### src/rtl/id_ex_stage_if.sv
// ID/EX stage bundle: decode-side inputs, fetch-control feedback and EX-side registered outputs.
// The master drives the decode side; the slave is the pipeline register.
interface id_ex_stage_if #(
  parameter int CNT_W = 16
);
  logic              id_valid;
  logic [31:0]       id_instr;
  logic [31:0]       id_pc_plus4;
  logic [31:0]       id_rdata1;
  logic [31:0]       id_rdata2;
  logic [3:0]        control_exe;
  logic [2:0]        control_mem;
  logic [1:0]        control_wb;
  logic              control_exception;
  logic [1:0]        control_out_datamem;
  logic [1:0]        control_out_reg2;
  logic              flush;
  logic              hold;
  logic              exc_ack;

  logic              pc_write;
  logic              ifid_write;
  logic [3:0]        ex_exe;
  logic [2:0]        ex_mem;
  logic [1:0]        ex_wb;
  logic [1:0]        ex_datamem;
  logic [1:0]        ex_reg2;
  logic [31:0]       ex_pc_plus4;
  logic [31:0]       ex_rdata1;
  logic [31:0]       ex_rdata2;
  logic [31:0]       ex_imm;
  logic [4:0]        ex_rs;
  logic [4:0]        ex_rt;
  logic [4:0]        ex_rd;
  logic              ex_valid;
  logic              exc_valid;
  logic [31:0]       exc_epc;
  logic [CNT_W-1:0]  stall_cnt;
  logic [CNT_W-1:0]  flush_cnt;

  modport master (
    output id_valid, id_instr, id_pc_plus4, id_rdata1, id_rdata2,
           control_exe, control_mem, control_wb, control_exception,
           control_out_datamem, control_out_reg2, flush, hold, exc_ack,
    input  pc_write, ifid_write, ex_exe, ex_mem, ex_wb, ex_datamem, ex_reg2,
           ex_pc_plus4, ex_rdata1, ex_rdata2, ex_imm, ex_rs, ex_rt, ex_rd,
           ex_valid, exc_valid, exc_epc, stall_cnt, flush_cnt
  );

  modport slave (
    input  id_valid, id_instr, id_pc_plus4, id_rdata1, id_rdata2,
           control_exe, control_mem, control_wb, control_exception,
           control_out_datamem, control_out_reg2, flush, hold, exc_ack,
    output pc_write, ifid_write, ex_exe, ex_mem, ex_wb, ex_datamem, ex_reg2,
           ex_pc_plus4, ex_rdata1, ex_rdata2, ex_imm, ex_rs, ex_rt, ex_rd,
           ex_valid, exc_valid, exc_epc, stall_cnt, flush_cnt
  );
endinterface

### src/rtl/id_ex_stage.sv
// ID/EX pipeline register with load-use stall, branch/jump flush, exception
// hold-off with ack handshake, and saturating stall/flush event counters.
module id_ex_stage #(
  parameter int CNT_W      = 16,
  parameter int EPC_OFFSET = 4
) (
  input logic          clk,
  input logic          rst_n,
  id_ex_stage_if.slave bus
);

  typedef enum logic {RUN, EXC_WAIT} state_t;

  localparam logic [CNT_W-1:0] CNT_MAX = '1;

  state_t      state;
  logic [5:0]  opcode;
  logic        uses_rt;
  logic        hazard;
  logic [31:0] imm_ext;
  logic        advance;
  logic        freeze;
  logic        take_exc;
  logic        stall_ev;
  logic        flush_ev;
  logic        load_ctl;

  always_comb begin
    opcode  = bus.id_instr[31:26];
    uses_rt = opcode inside {6'd0, 6'd4, 6'd5, 6'd40, 6'd41, 6'd43};
    // andi/ori treat the immediate as unsigned; everything else sign-extends.
    imm_ext = (opcode == 6'd12 || opcode == 6'd13) ?
              {16'h0000, bus.id_instr[15:0]} :
              {{16{bus.id_instr[15]}}, bus.id_instr[15:0]};
    hazard  = bus.ex_valid && bus.ex_mem[0] && (bus.ex_rt != 5'd0) && bus.id_valid &&
              ((bus.ex_rt == bus.id_instr[25:21]) ||
               ((bus.ex_rt == bus.id_instr[20:16]) && uses_rt));
  end

  // NOTE: every signal gets a default before the priority chain so no path leaves one unassigned (no latches).
  always_comb begin
    advance  = 1'b0;
    freeze   = 1'b0;
    take_exc = 1'b0;
    stall_ev = 1'b0;
    flush_ev = 1'b0;
    load_ctl = 1'b0;
    if (state == EXC_WAIT) begin
      // The ack always resumes fetch; hold only freezes the EX registers.
      freeze   = bus.hold;
      flush_ev = bus.flush;
      advance  = bus.exc_ack;
    end else if (bus.flush) begin
      flush_ev = 1'b1;
      advance  = 1'b1;
    end else if (bus.hold) begin
      freeze = 1'b1;
    end else if (bus.id_valid && bus.control_exception) begin
      take_exc = 1'b1;
    end else if (hazard) begin
      stall_ev = 1'b1;
    end else begin
      load_ctl = 1'b1;
      advance  = 1'b1;
    end
  end

  assign bus.pc_write   = advance;
  assign bus.ifid_write = advance;

  // NOTE: reset is sampled on the clock edge and state updates use non-blocking assignments only.
  always_ff @(posedge clk) begin
    if (!rst_n) begin
      state           <= RUN;
      bus.ex_exe      <= '0;
      bus.ex_mem      <= '0;
      bus.ex_wb       <= '0;
      bus.ex_datamem  <= '0;
      bus.ex_reg2     <= '0;
      bus.ex_pc_plus4 <= '0;
      bus.ex_rdata1   <= '0;
      bus.ex_rdata2   <= '0;
      bus.ex_imm      <= '0;
      bus.ex_rs       <= '0;
      bus.ex_rt       <= '0;
      bus.ex_rd       <= '0;
      bus.ex_valid    <= 1'b0;
      bus.exc_valid   <= 1'b0;
      bus.exc_epc     <= '0;
      bus.stall_cnt   <= '0;
      bus.flush_cnt   <= '0;
    end else begin
      if (!freeze) begin
        // Data and index fields always load; a bubble only clears the control bundles.
        bus.ex_pc_plus4 <= bus.id_pc_plus4;
        bus.ex_rdata1   <= bus.id_rdata1;
        bus.ex_rdata2   <= bus.id_rdata2;
        bus.ex_imm      <= imm_ext;
        bus.ex_rs       <= bus.id_instr[25:21];
        bus.ex_rt       <= bus.id_instr[20:16];
        bus.ex_rd       <= bus.id_instr[15:11];
        bus.ex_exe      <= load_ctl ? bus.control_exe         : 4'd0;
        bus.ex_mem      <= load_ctl ? bus.control_mem         : 3'd0;
        bus.ex_wb       <= load_ctl ? bus.control_wb          : 2'd0;
        bus.ex_datamem  <= load_ctl ? bus.control_out_datamem : 2'd0;
        bus.ex_reg2     <= load_ctl ? bus.control_out_reg2    : 2'd0;
        bus.ex_valid    <= load_ctl & bus.id_valid;
      end

      if (stall_ev && bus.stall_cnt != CNT_MAX)
        bus.stall_cnt <= bus.stall_cnt + CNT_W'(1);
      if (flush_ev && bus.flush_cnt != CNT_MAX)
        bus.flush_cnt <= bus.flush_cnt + CNT_W'(1);

      if (take_exc) begin
        bus.exc_valid <= 1'b1;
        bus.exc_epc   <= bus.id_pc_plus4 - 32'(EPC_OFFSET);
        state         <= EXC_WAIT;
      end else if (state == EXC_WAIT && bus.exc_ack) begin
        bus.exc_valid <= 1'b0;
        state         <= RUN;
      end
    end
  end

endmodule

### src/flat_wrapper.sv
// flat-port wrapper written by rule: the top's interface ports become plain ports
module id_ex_stage_flat 
#(
  parameter int CNT_W      = 16,
  parameter int EPC_OFFSET = 4
)
  (clk, rst_n, bus_id_valid, bus_id_instr, bus_id_pc_plus4, bus_id_rdata1, bus_id_rdata2, bus_control_exe, bus_control_mem, bus_control_wb, bus_control_exception, bus_control_out_datamem, bus_control_out_reg2, bus_flush, bus_hold, bus_exc_ack, bus_pc_write, bus_ifid_write, bus_ex_exe, bus_ex_mem, bus_ex_wb, bus_ex_datamem, bus_ex_reg2, bus_ex_pc_plus4, bus_ex_rdata1, bus_ex_rdata2, bus_ex_imm, bus_ex_rs, bus_ex_rt, bus_ex_rd, bus_ex_valid, bus_exc_valid, bus_exc_epc, bus_stall_cnt, bus_flush_cnt);
  id_ex_stage_if #(.CNT_W(CNT_W)) bus_i ();
  input logic clk;
  input logic rst_n;
  input wire logic [$bits(bus_i.id_valid)-1:0] bus_id_valid;
  input wire logic [$bits(bus_i.id_instr)-1:0] bus_id_instr;
  input wire logic [$bits(bus_i.id_pc_plus4)-1:0] bus_id_pc_plus4;
  input wire logic [$bits(bus_i.id_rdata1)-1:0] bus_id_rdata1;
  input wire logic [$bits(bus_i.id_rdata2)-1:0] bus_id_rdata2;
  input wire logic [$bits(bus_i.control_exe)-1:0] bus_control_exe;
  input wire logic [$bits(bus_i.control_mem)-1:0] bus_control_mem;
  input wire logic [$bits(bus_i.control_wb)-1:0] bus_control_wb;
  input wire logic [$bits(bus_i.control_exception)-1:0] bus_control_exception;
  input wire logic [$bits(bus_i.control_out_datamem)-1:0] bus_control_out_datamem;
  input wire logic [$bits(bus_i.control_out_reg2)-1:0] bus_control_out_reg2;
  input wire logic [$bits(bus_i.flush)-1:0] bus_flush;
  input wire logic [$bits(bus_i.hold)-1:0] bus_hold;
  input wire logic [$bits(bus_i.exc_ack)-1:0] bus_exc_ack;
  output wire logic [$bits(bus_i.pc_write)-1:0] bus_pc_write;
  output wire logic [$bits(bus_i.ifid_write)-1:0] bus_ifid_write;
  output wire logic [$bits(bus_i.ex_exe)-1:0] bus_ex_exe;
  output wire logic [$bits(bus_i.ex_mem)-1:0] bus_ex_mem;
  output wire logic [$bits(bus_i.ex_wb)-1:0] bus_ex_wb;
  output wire logic [$bits(bus_i.ex_datamem)-1:0] bus_ex_datamem;
  output wire logic [$bits(bus_i.ex_reg2)-1:0] bus_ex_reg2;
  output wire logic [$bits(bus_i.ex_pc_plus4)-1:0] bus_ex_pc_plus4;
  output wire logic [$bits(bus_i.ex_rdata1)-1:0] bus_ex_rdata1;
  output wire logic [$bits(bus_i.ex_rdata2)-1:0] bus_ex_rdata2;
  output wire logic [$bits(bus_i.ex_imm)-1:0] bus_ex_imm;
  output wire logic [$bits(bus_i.ex_rs)-1:0] bus_ex_rs;
  output wire logic [$bits(bus_i.ex_rt)-1:0] bus_ex_rt;
  output wire logic [$bits(bus_i.ex_rd)-1:0] bus_ex_rd;
  output wire logic [$bits(bus_i.ex_valid)-1:0] bus_ex_valid;
  output wire logic [$bits(bus_i.exc_valid)-1:0] bus_exc_valid;
  output wire logic [$bits(bus_i.exc_epc)-1:0] bus_exc_epc;
  output wire logic [$bits(bus_i.stall_cnt)-1:0] bus_stall_cnt;
  output wire logic [$bits(bus_i.flush_cnt)-1:0] bus_flush_cnt;
  assign bus_i.id_valid = bus_id_valid;
  assign bus_i.id_instr = bus_id_instr;
  assign bus_i.id_pc_plus4 = bus_id_pc_plus4;
  assign bus_i.id_rdata1 = bus_id_rdata1;
  assign bus_i.id_rdata2 = bus_id_rdata2;
  assign bus_i.control_exe = bus_control_exe;
  assign bus_i.control_mem = bus_control_mem;
  assign bus_i.control_wb = bus_control_wb;
  assign bus_i.control_exception = bus_control_exception;
  assign bus_i.control_out_datamem = bus_control_out_datamem;
  assign bus_i.control_out_reg2 = bus_control_out_reg2;
  assign bus_i.flush = bus_flush;
  assign bus_i.hold = bus_hold;
  assign bus_i.exc_ack = bus_exc_ack;
  assign bus_pc_write = bus_i.pc_write;
  assign bus_ifid_write = bus_i.ifid_write;
  assign bus_ex_exe = bus_i.ex_exe;
  assign bus_ex_mem = bus_i.ex_mem;
  assign bus_ex_wb = bus_i.ex_wb;
  assign bus_ex_datamem = bus_i.ex_datamem;
  assign bus_ex_reg2 = bus_i.ex_reg2;
  assign bus_ex_pc_plus4 = bus_i.ex_pc_plus4;
  assign bus_ex_rdata1 = bus_i.ex_rdata1;
  assign bus_ex_rdata2 = bus_i.ex_rdata2;
  assign bus_ex_imm = bus_i.ex_imm;
  assign bus_ex_rs = bus_i.ex_rs;
  assign bus_ex_rt = bus_i.ex_rt;
  assign bus_ex_rd = bus_i.ex_rd;
  assign bus_ex_valid = bus_i.ex_valid;
  assign bus_exc_valid = bus_i.exc_valid;
  assign bus_exc_epc = bus_i.exc_epc;
  assign bus_stall_cnt = bus_i.stall_cnt;
  assign bus_flush_cnt = bus_i.flush_cnt;
  id_ex_stage #(.CNT_W(CNT_W), .EPC_OFFSET(EPC_OFFSET)) u_core (.clk(clk), .rst_n(rst_n), .bus(bus_i));
endmodule
### config.mk
export PLATFORM = sky130hd
export DESIGN_NAME = id_ex_stage_flat
export DESIGN_NICKNAME = d
export VERILOG_FILES = /design/src/rtl/id_ex_stage_if.sv /design/src/rtl/id_ex_stage.sv /design/src/flat_wrapper.sv
export SDC_FILE = /design/constraint.sdc
export NUM_CORES = 1
export LEC_CHECK = 0
export CORE_AREA = 2 2 236 122
export DETAILED_ROUTE_END_ITERATION = 10
export DIE_AREA = 0 0 238 124
export GPL_TIMING_DRIVEN = 0
export PLACE_DENSITY = 0.75
export SLEW_MARGIN = 20
export SYNTH_ARGS = -nofsm -noshare
export SYNTH_HDL_FRONTEND = slang
export SYNTH_SLANG_ARGS = --single-unit
export TNS_END_PERCENT = 50
### constraint.sdc
create_clock -name clk -period 1.9 [get_ports clk]
set_input_delay 0.285 -clock clk [delete_from_list [all_inputs] [get_ports clk]]
set_output_delay 0.285 -clock clk [all_outputs]
set_load 0.05 [all_outputs]
# Yosys cells after proc, flatten, opt, wreduce, memory -nomap -nowiden
# Index checks and enable logic that the tools add are counted.
[word_totals]
ff_bits = 222
input_bits = 148
out_inout_bits = 224
[classes]
addsub = 3
eq_ne = 11
mux = 29
bitwise = 1
n_reduce_logical = 15
[ops]
columns = ["operator", "n"]
rows = [
  ["$add 16x1->16 const B", 2],
  ["$mux 32", 1],
  ["$ne 16x16->1 const B", 2],
  ["$sub 32x3->32 const B", 1],
  ["$mux 1", 23],
  ["$eq 6x6->1 const B", 3],
  ["$eq 6x3->1 const B", 2],
  ["$eq 6x4->1 const B", 2],
  ["$eq 5x5->1", 2],
  ["$logic_and 1x1->1", 9],
  ["$logic_not 6->1", 1],
  ["$mux 2", 3],
  ["$reduce_bool 6->1", 1],
  ["$reduce_bool 5->1", 1],
  ["$mux 4", 1],
  ["$mux 3", 1],
  ["$logic_or 1x1->1", 2],
  ["$reduce_bool 2->1", 1],
  ["$and 1x1->1", 1],
]

# Longest topological paths before layout
# Gate-level depths: netlist of the first run.
[logic_depth]
word_depth = 11
mapped_depth = 8

# Least setup slack after synthesis of the first run
# OpenSTA, ideal clock, no wires.
[synth_timing]
path_type = "reg2out"
startpoint = "register u_core.bus.ex_rt[1] (netlist bit)"
endpoint = "output port bus_pc_write"
arrival_ps = 2625
t_required_ps = 1615
path_slack_ps = -1010
stages_incl_launch_ff = 7
n_path_buf = 1
cell_sequence = "dfxtp_1 -> or4_1 -> o21ba_2 -> o21ai_1 -> nand2_1 -> a21oi_1 -> buf_4"
[synth_between]
elab_chain_cells = 9
word_cells_on_any_way = 13
cone_classes = "eq/ne (2); mux (5); reduce/logical (6)"
[synth_rtl]
columns = ["item", "line_no", "source"]
rows = [
  ["from (decl)", "id_ex_stage_if.sv:55", "ex_pc_plus4, ex_rdata1, ex_rdata2, ex_imm, ex_rs, ex_rt, ex_rd,"],
  ["from (signal assigned)", "id_ex_stage.sv:100", "bus.ex_rt <= bus.id_instr[20:16];"],
  ["$eq 5x5->1 / $reduce_bool 5->1 (equally long branches)", "id_ex_stage.sv:37, id_ex_stage.sv:35", ""],
  ["$logic_and 1x1->1, on equally long branches", "id_ex_stage.sv:37, id_ex_stage.sv:35", ""],
  ["$logic_or 1x1->1 / $logic_and 1x1->1 (equally long branches)", "id_ex_stage.sv:36, id_ex_stage.sv:35", ""],
  ["$logic_and 1x1->1 (*)", "id_ex_stage.sv:35", "hazard = bus.ex_valid && bus.ex_mem[0] && (bus.ex_rt != 5'd0) && bus.id_valid &&"],
  ["$mux 1 (*)", "id_ex_stage.sv:60", "end else if (hazard) begin"],
  ["$mux 1 (*)", "id_ex_stage.sv:58", "end else if (bus.id_valid && bus.control_exception) begin"],
  ["$mux 1 (*)", "id_ex_stage.sv:56", "end else if (bus.hold) begin"],
  ["$mux 1 (*)", "id_ex_stage.sv:53", "end else if (bus.flush) begin"],
  ["$mux 1 (*)", "id_ex_stage.sv:48", "if (state == EXC_WAIT) begin"],
  ["to (decl)", "flat_wrapper.sv:25", "output wire logic [$bits(bus_i.pc_write)-1:0] bus_pc_write;"],
]
# Mark *: on every way between the ends. The rest lies on a longest branch, timed or not.

# Final worst setup path of the first run
[layout_timing]
startpoint = "register u_core.bus.ex_rt[2] (netlist bit)"
endpoint = "output port bus_pc_write"
# The elaborated chain is that of the path after synthesis.

==> results of run 1 <==
==> flip-flops by register name (all words and copies together), names as in the netlist <==
signal / flops
u_core.bus.ex_datamem: 2
u_core.bus.ex_exe: 4
u_core.bus.ex_imm: 13
u_core.bus.ex_mem: 3
u_core.bus.ex_pc_plus4: 32
u_core.bus.ex_rd: 4
u_core.bus.ex_rdata1: 32
u_core.bus.ex_rdata2: 32
u_core.bus.ex_reg2: 2
u_core.bus.ex_rs: 5
u_core.bus.ex_rt: 5
u_core.bus.ex_valid: 1
u_core.bus.ex_wb: 2
u_core.bus.exc_epc: 32
u_core.bus.exc_valid: 1
u_core.bus.flush_cnt: 16
u_core.bus.stall_cnt: 16
==> layout by cell type, fill, tap and decap left out, types with 5 or more instances in the layout <==
cell	instances
nand2_1	264
clkdlybuf4s50_1	197
dfxtp_1	171
a21oi_1	149
dlygate4sd2_1	146
nor2_1	48
buf_4	30
clkbuf_1	29
xnor2_1	26
clkbuf_16	22
o21ai_0	20
clkbuf_2	19
nand3_1	17
clkdlybuf4s15_2	17
dfxtp_2	17
xor2_1	16
a22o_1	14
a211oi_1	14
dfxtp_4	14
buf_6	13
or4_1	10
dlymetal6s2s_1	9
nor3_1	8
inv_1	6
a21oi_2	6
o31ai_2	5
or3_4	5
nand4_1	5
or3_1	5
nor3_2	5
a31oi_1	5
==> per-stage QoR <==
stage	power (mW)	setup TNS, ns	area [sq um]
2_1_floorplan	5.895	-0.7172	8243
3_3_place_gp	6.892	-186.46	12410
3_5_place_dp	6.918	-189.83	12410
4_1_cts	11.21	-35.26	13310
5_1_grt	11.57	-33.92	13560
6_report	11.13	-17.79	13560
==> cells by family after synthesis <==
kind of cell	after synthesis
fa+ha+maj	3
mux	4
flops	202
buf+inv	89
compound gates	239
simple gates	406
xor+xnor	44
==> metal layers <==
metal  up-vias  part of all wire
li1       4173                 -
met1      4122              0.42
met2       314              0.48
met3        47             0.086
met4         0             0.021
met5         -                 0
==> worst paths after layout <==
path,startpoint,end,slack (ns),cells past startpoint
worst max-delay path,u_core.bus.ex_rt[2]$_SDFFE_PN0N_,bus_pc_write,-0.59,7
worst min register to register,u_core.bus.ex_rdata2[15]$_SDFFE_PN0N_,u_core.bus.ex_rdata2[15]$_SDFFE_PN0N_,0.45,2
worst max register to register,u_core.bus.ex_rt[2]$_SDFFE_PN0N_,u_core.bus.stall_cnt[1]$_SDFFE_PN0P_,-0.51,11
worst min-delay path,bus_id_pc_plus4[2],u_core.bus.exc_epc[2]$_SDFFE_PN0P_,0.08,2
==> critical path: stages, from the launching register on <==
cell,delay [ns]
dfxtp_4,0.34
or4_4,0.55
o21ba_4,0.23
o21ai_4,0.08
nand2_2,0.09
a21oi_4,0.15
buf_6,0.12
buf_8,0.13
==> area by class of cell <==
type,count,area share
Clock inverter,11,0.01135
Clock buffer,24,0.04107
Tap cell,360,0.03322
Inverter,7,0.001938
Multi-Input combinational cell,696,0.2929
Buffer,79,0.03304
Timing Repair Buffer,393,0.2828
Sequential cell,202,0.3037
==> where the power goes <==
part | internal (mW) | total, mW | switching (mW) | leakage (nW)
registers | 4.42 | 4.54 | 0.124 | 1.68
logic | 0.786 | 2.23 | 1.45 | 3.69
clock network | 2.53 | 4.35 | 1.83 | 0.344
total | 7.73 | 11.1 | 3.40 | 5.72
==> timing repair <==
item	in CTS	in global routing
pin swaps	17	29
endpoints found under the setup margin	411	271
resized for setup	267	72
hold buffers	0	0
gates cloned	2	1
buffers inserted	14	6
==> metrics.txt, run 1 <==
maximum level of the CTS H-tree 1; Cells after DPL 1,718; die width 238 um; Clock Path Buffers 3; Die Y 124 um; mux cell area share after synthesis 0.004922; Synthesis Warnings 0; largest net degree at the start of global routing 18; DR iter-0 viols 435; max-cap violations 0; core region area 0.02733 sq mm; Post-Route WL 33,000 um; post-route ant nets 0; f_max 401.2 MHz; Worst Max-Slew Pin Slew 0.7524 ns; Netlist Area Pre-Place 0.008135 sq mm; vias in the first global route 8,359; # fillers 2,571; die area 0.02951 sq mm; syn_nets 1,138; pwr dens 820.9 mW/mm^2; CTS Buf Count 21; WL/cell 18.62 um; sequential fraction of the synthesis area 0.4971; cell with the most instances after synthesis nand2_1; M3 GR Usage 0.06649; RSZ-0062 raised after global routing yes; Yosys top cell by area dfxtp_1; Initial Util 0.2977; final critical-path share of the clock period 1.312; total track usage 0.2129; Final Non-Filler Cells 1,772; post-synthesis compound-gate area fraction 0.1678; Worst Hold Class primary input to register; final worst slack -0.5926 ns; outcome finished, violations left; Mapped Avg Cell Area 8.242 sq um; Synth Register Bits 202; Setup Skew 0.02190 ns; Max VDD drop 0.6028 mV; crit-path max FO 2; Most Crowded Layer GR met2; area of the multi-input gates 0.003971 sq mm; Synth Area in Simple Gates 0.2253; fraction of registers with async set/reset 0; kind of end point of the critical path output pin; cells after synthesis 987; crit path time final 2.493 ns; Hold Vio Cnt, Final 0; final RePlAce weighted congestion 0.9230; Most used DFF post-synth dfxtp_1; failing checks negative setup slack; post-synthesis adder-cell area fraction 0.004614; Final Util 0.4961; critical path startpoint category register; CP required 1.62 ns; met2 Usage GRT 0.3746; CP Data Arrival Time 2.21 ns; via count 8,656; relative slew slack 0.4984; met1 Track Usage GR 0.2585; CTS sink cnt 202; number of library cell types mapped by synthesis 51; # port buffers 371; largest family of logic cells by synthesized area simple AND/OR/NAND/NOR gates; ratio of cells with drive above 1 in the final layout 0.1558; Lkg Pwr 5.716 nW; nets@finish 1,551; CTS Root Cell clkbuf_16; first-pass GRT wire length 48,220 um; Final Hold Slack 0.08319 ns; TritonCTS clock tree yes; Final setup viols 160; pre-CTS setup slack -1.454 ns; final routed DRC violation total 0; Rows 43; area delta synth->final 66.66%; FF+latch area 0.004118 sq mm; post-synth top area share 0.4971; vias per cell 4.885; Clock transition at path regs 0.07 ns; Ports 372; XOR/XNOR Fraction of Synth Area 0.04737; n_diodes 0; top cells by count, synth 266 x nand2_1, 202 x dfxtp_1, 156 x a21oi_1; gr ovfl total 0; Worst-Skew Late Latency 0.52 ns; initial antenna violation count 0; top post-synthesis cells by area dfxtp_1 50%, nand2_1 12%, a21oi_1 9.6%; First-pass DRT Iterations 5; CP Class register to output pin; EDFF count, synth 0; Slew Viols, Final 0; Final HPWL DP 24,870 um
No activity file was read; power rests on OpenSTA's default activity.
==> run 2, diff against run 1 <==
--- a/config.mk
+++ b/config.mk
@@ -8,8 +8,7 @@
 export CORE_AREA = 2 2 236 122
 export DETAILED_ROUTE_END_ITERATION = 10
 export DIE_AREA = 0 0 238 124
-export GPL_TIMING_DRIVEN = 0
-export PLACE_DENSITY = 0.75
+export PLACE_DENSITY = 0.63
 export SLEW_MARGIN = 20
 export SYNTH_ARGS = -nofsm -noshare
 export SYNTH_HDL_FRONTEND = slang
==> metrics.txt, run 2 (synthesis gave the netlist of run 1 again) <==
Clock Path Buffers 3 (unchanged); ratio of cells with drive above 1 in the final layout 0.2139 (+0.05813); slowest CP cell or4_4; die width 238 um (unchanged); Max VDD drop 0.7047 mV (+17%); f_max 392.8 MHz (-2.1%); CP top delay family simple AND/OR/NAND/NOR gates; via count 8,541 (-1.3%); Clock transition at path regs 0.07 ns (about the same); final routed DRC violation total 0 (unchanged); most common cell after layout, fill and taps aside nand2_1; failing checks negative setup slack; Final setup viols 32 (-80%); Lkg Pwr 6.121 nW (+7.1%); die area 0.02951 sq mm (unchanged); Worst Hold Class primary input to register; post-cts hold buffer count 0 (unchanged); Initial Util 0.2977 (unchanged); n_diodes 0 (unchanged); Post-Route WL 31,370 um (-4.9%); crit path time final 2.546 ns (+0.05322 ns); CP max stage delay 0.55 ns (about the same); critical path startpoint category register; First-pass DRT Iterations 4 (-1); Rows 43 (unchanged); Reg2Reg Setup Slack -0.52 ns (about the same); CTS Root Cell clkbuf_16; DR iter-0 viols 489 (+12%); most frequent cells in the layout 265 x nand2_1, 173 x dfxtp_1, 168 x dlygate4sd2_1, 159 x buf_4, 152 x a21oi_1; final worst slack -0.6458 ns (-0.05322 ns); max-cap violations 0 (unchanged); CP Data Arrival Time 2.26 ns (+0.05 ns); TritonCTS clock tree yes; crit-path max FO 3 (+1); largest net degree at the start of global routing 69 (+51); CP required 1.62 ns (about the same); # fillers 2,597 (+1.0%); total track usage 0.1981 (-0.01480); WL/cell 17.34 um (-6.9%); pwr dens 803.2 mW/mm^2 (-2.2%); Ports 372 (unchanged); final critical-path share of the clock period 1.340 (+0.02801); Hold Path Depth 4 (+2); Hold Vio Cnt, Final 0 (unchanged); Slew Viols, Final 0 (unchanged); Final HPWL DP 23,110 um (-7.1%); core region area 0.02733 sq mm (unchanged); CP Depth 7 (unchanged); Buf/Inv on CP 2 (unchanged); kind of end point of the critical path output pin; hold_sp bus_id_pc_plus4[7]; Reg-to-Reg Start u_core.bus.ex_rt[2]$_SDFFE_PN0N_; FF+latch area 0.004115 sq mm (about the same); nets@finish 1,586 (+2.3%); Critical Path Source u_core.bus.ex_rt[2]$_SDFFE_PN0N_; # port buffers 371 (unchanged); outcome finished, violations left; maximum level of the CTS H-tree 1 (unchanged); vias in the first global route 7,963 (-4.7%); TNS Setup -10.01 ns (+7.782 ns); initial antenna violation count 0 (unchanged); CP Class register to output pin; RSZ-0062 raised after global routing yes; Die Y 124 um (unchanged); CTS Buf Count 21 (unchanged); RR Endpoint u_core.bus.stall_cnt[1]$_SDFFE_PN0P_; first-pass GRT wire length 45,760 um (-5.1%); Pwr Total 11.15 mW (+0.19%); area of the multi-input gates 0.003930 sq mm (-1.0%); area delta synth->final 70.66%; final RePlAce weighted congestion 0.8257 (-11%); Hold EP u_core.bus.ex_pc_plus4[7]$_SDFFE_PN0N_; post-route ant nets 0 (unchanged); Setup Skew 0.008235 ns (-0.01366 ns); cells along the critical path or4_4 > o21ba_4 > buf_6 > o21ai_4 > nand2_2 > a21oi_4 > buf_12; relative slew slack 0.6217 (+0.1233); Reg2Reg Depth 12 (+1); vias per cell 4.721 (-3.3%); CTS sink cnt 202 (unchanged); gr ovfl total 0 (unchanged); Worst-Skew Late Latency 0.50 ns (-0.02 ns); Worst Max-Slew Pin Slew 0.5697 ns (-0.1827 ns)
-- run 2: cell types whose count changed in the layout (fill, tap and decap cells not counted), moves of 17 or more --
cell / previous run / this run
clkbuf_2: 19 / 0
buf_4: 30 / 159
clkdlybuf4s15_2: 17 / 0
clkdlybuf4s50_1: 197 / 145
dlygate4sd2_1: 146 / 168
clkbuf_1: 29 / 1
-- run 2: layer usage --
metal,share of wire,GRT usage,wire length [um],up-vias
met5,0,0,0,-
met4,0.013,0.03281,404,0
met3,0.075,0.06095,2354,24
met2,0.46,0.3218,14390,256
met1,0.45,0.2639,14220,4036
li1,-,-,-,4225
-- run 2: cell type report --
| cell class | instances | share of cell area |
|---|---|---|
| clock buffers | 25 | 0.04110 |
| clock inverters | 12 | 0.01063 |
| inverters | 7 | 0.002253 |
| multi-input cells | 697 | 0.2831 |
| flip-flops and latches | 202 | 0.2964 |
| well taps | 360 | 0.03244 |
| repair buffers | 506 | 0.3341 |
-- run 2: timing repair --
action	4_1_cts	5_1_grt
gates resized for setup	194	39
pin swaps	9	28
setup buffers	10	8
cloned	1	1
endpoints found under the setup margin	200	47
-- run 2: tightest hold or removal path: stages --
cell,delay (ns)
dlymetal6s2s_1,0.16
buf_4,0.15
nand2_1,0.05
a21oi_1,0.06
-- run 2: worst max-delay path by stage --
stage	endpoint	slack [ns]
after floorplan	bus_pc_write	-0.26
after global placement	u_core.bus.stall_cnt[7]$_SDFFE_PN0P_	-0.54
after detailed placement	u_core.bus.stall_cnt[5]$_SDFFE_PN0P_	-0.58
after CTS	bus_ifid_write	-0.74
after global routing	bus_pc_write	-0.73
final	bus_ifid_write	-0.65
-- run 2: where the power goes --
group          internal [mW]  switching (mW)  leakage (nW)
registers               4.42           0.112          1.68
clock network           2.56            1.80         0.352
logic                  0.819            1.44          4.09
-- run 2: metrics by stage --
stage	worst slack [ns]	util	area [sq um]	cells	hold WS, ns
3_3_place_gp	-0.5419	0.4743	12960	1757	0.4377
2_1_floorplan	-0.2637	-	8243	987	0.3816
3_5_place_dp	-0.5828	0.4743	12960	1757	0.4425
6_report	-0.6458	0.5080	13880	1809	0.2480
5_1_grt	-0.7300	0.5080	13880	1809	0.2515
4_1_cts	-0.7434	0.4997	13660	1805	0.3018
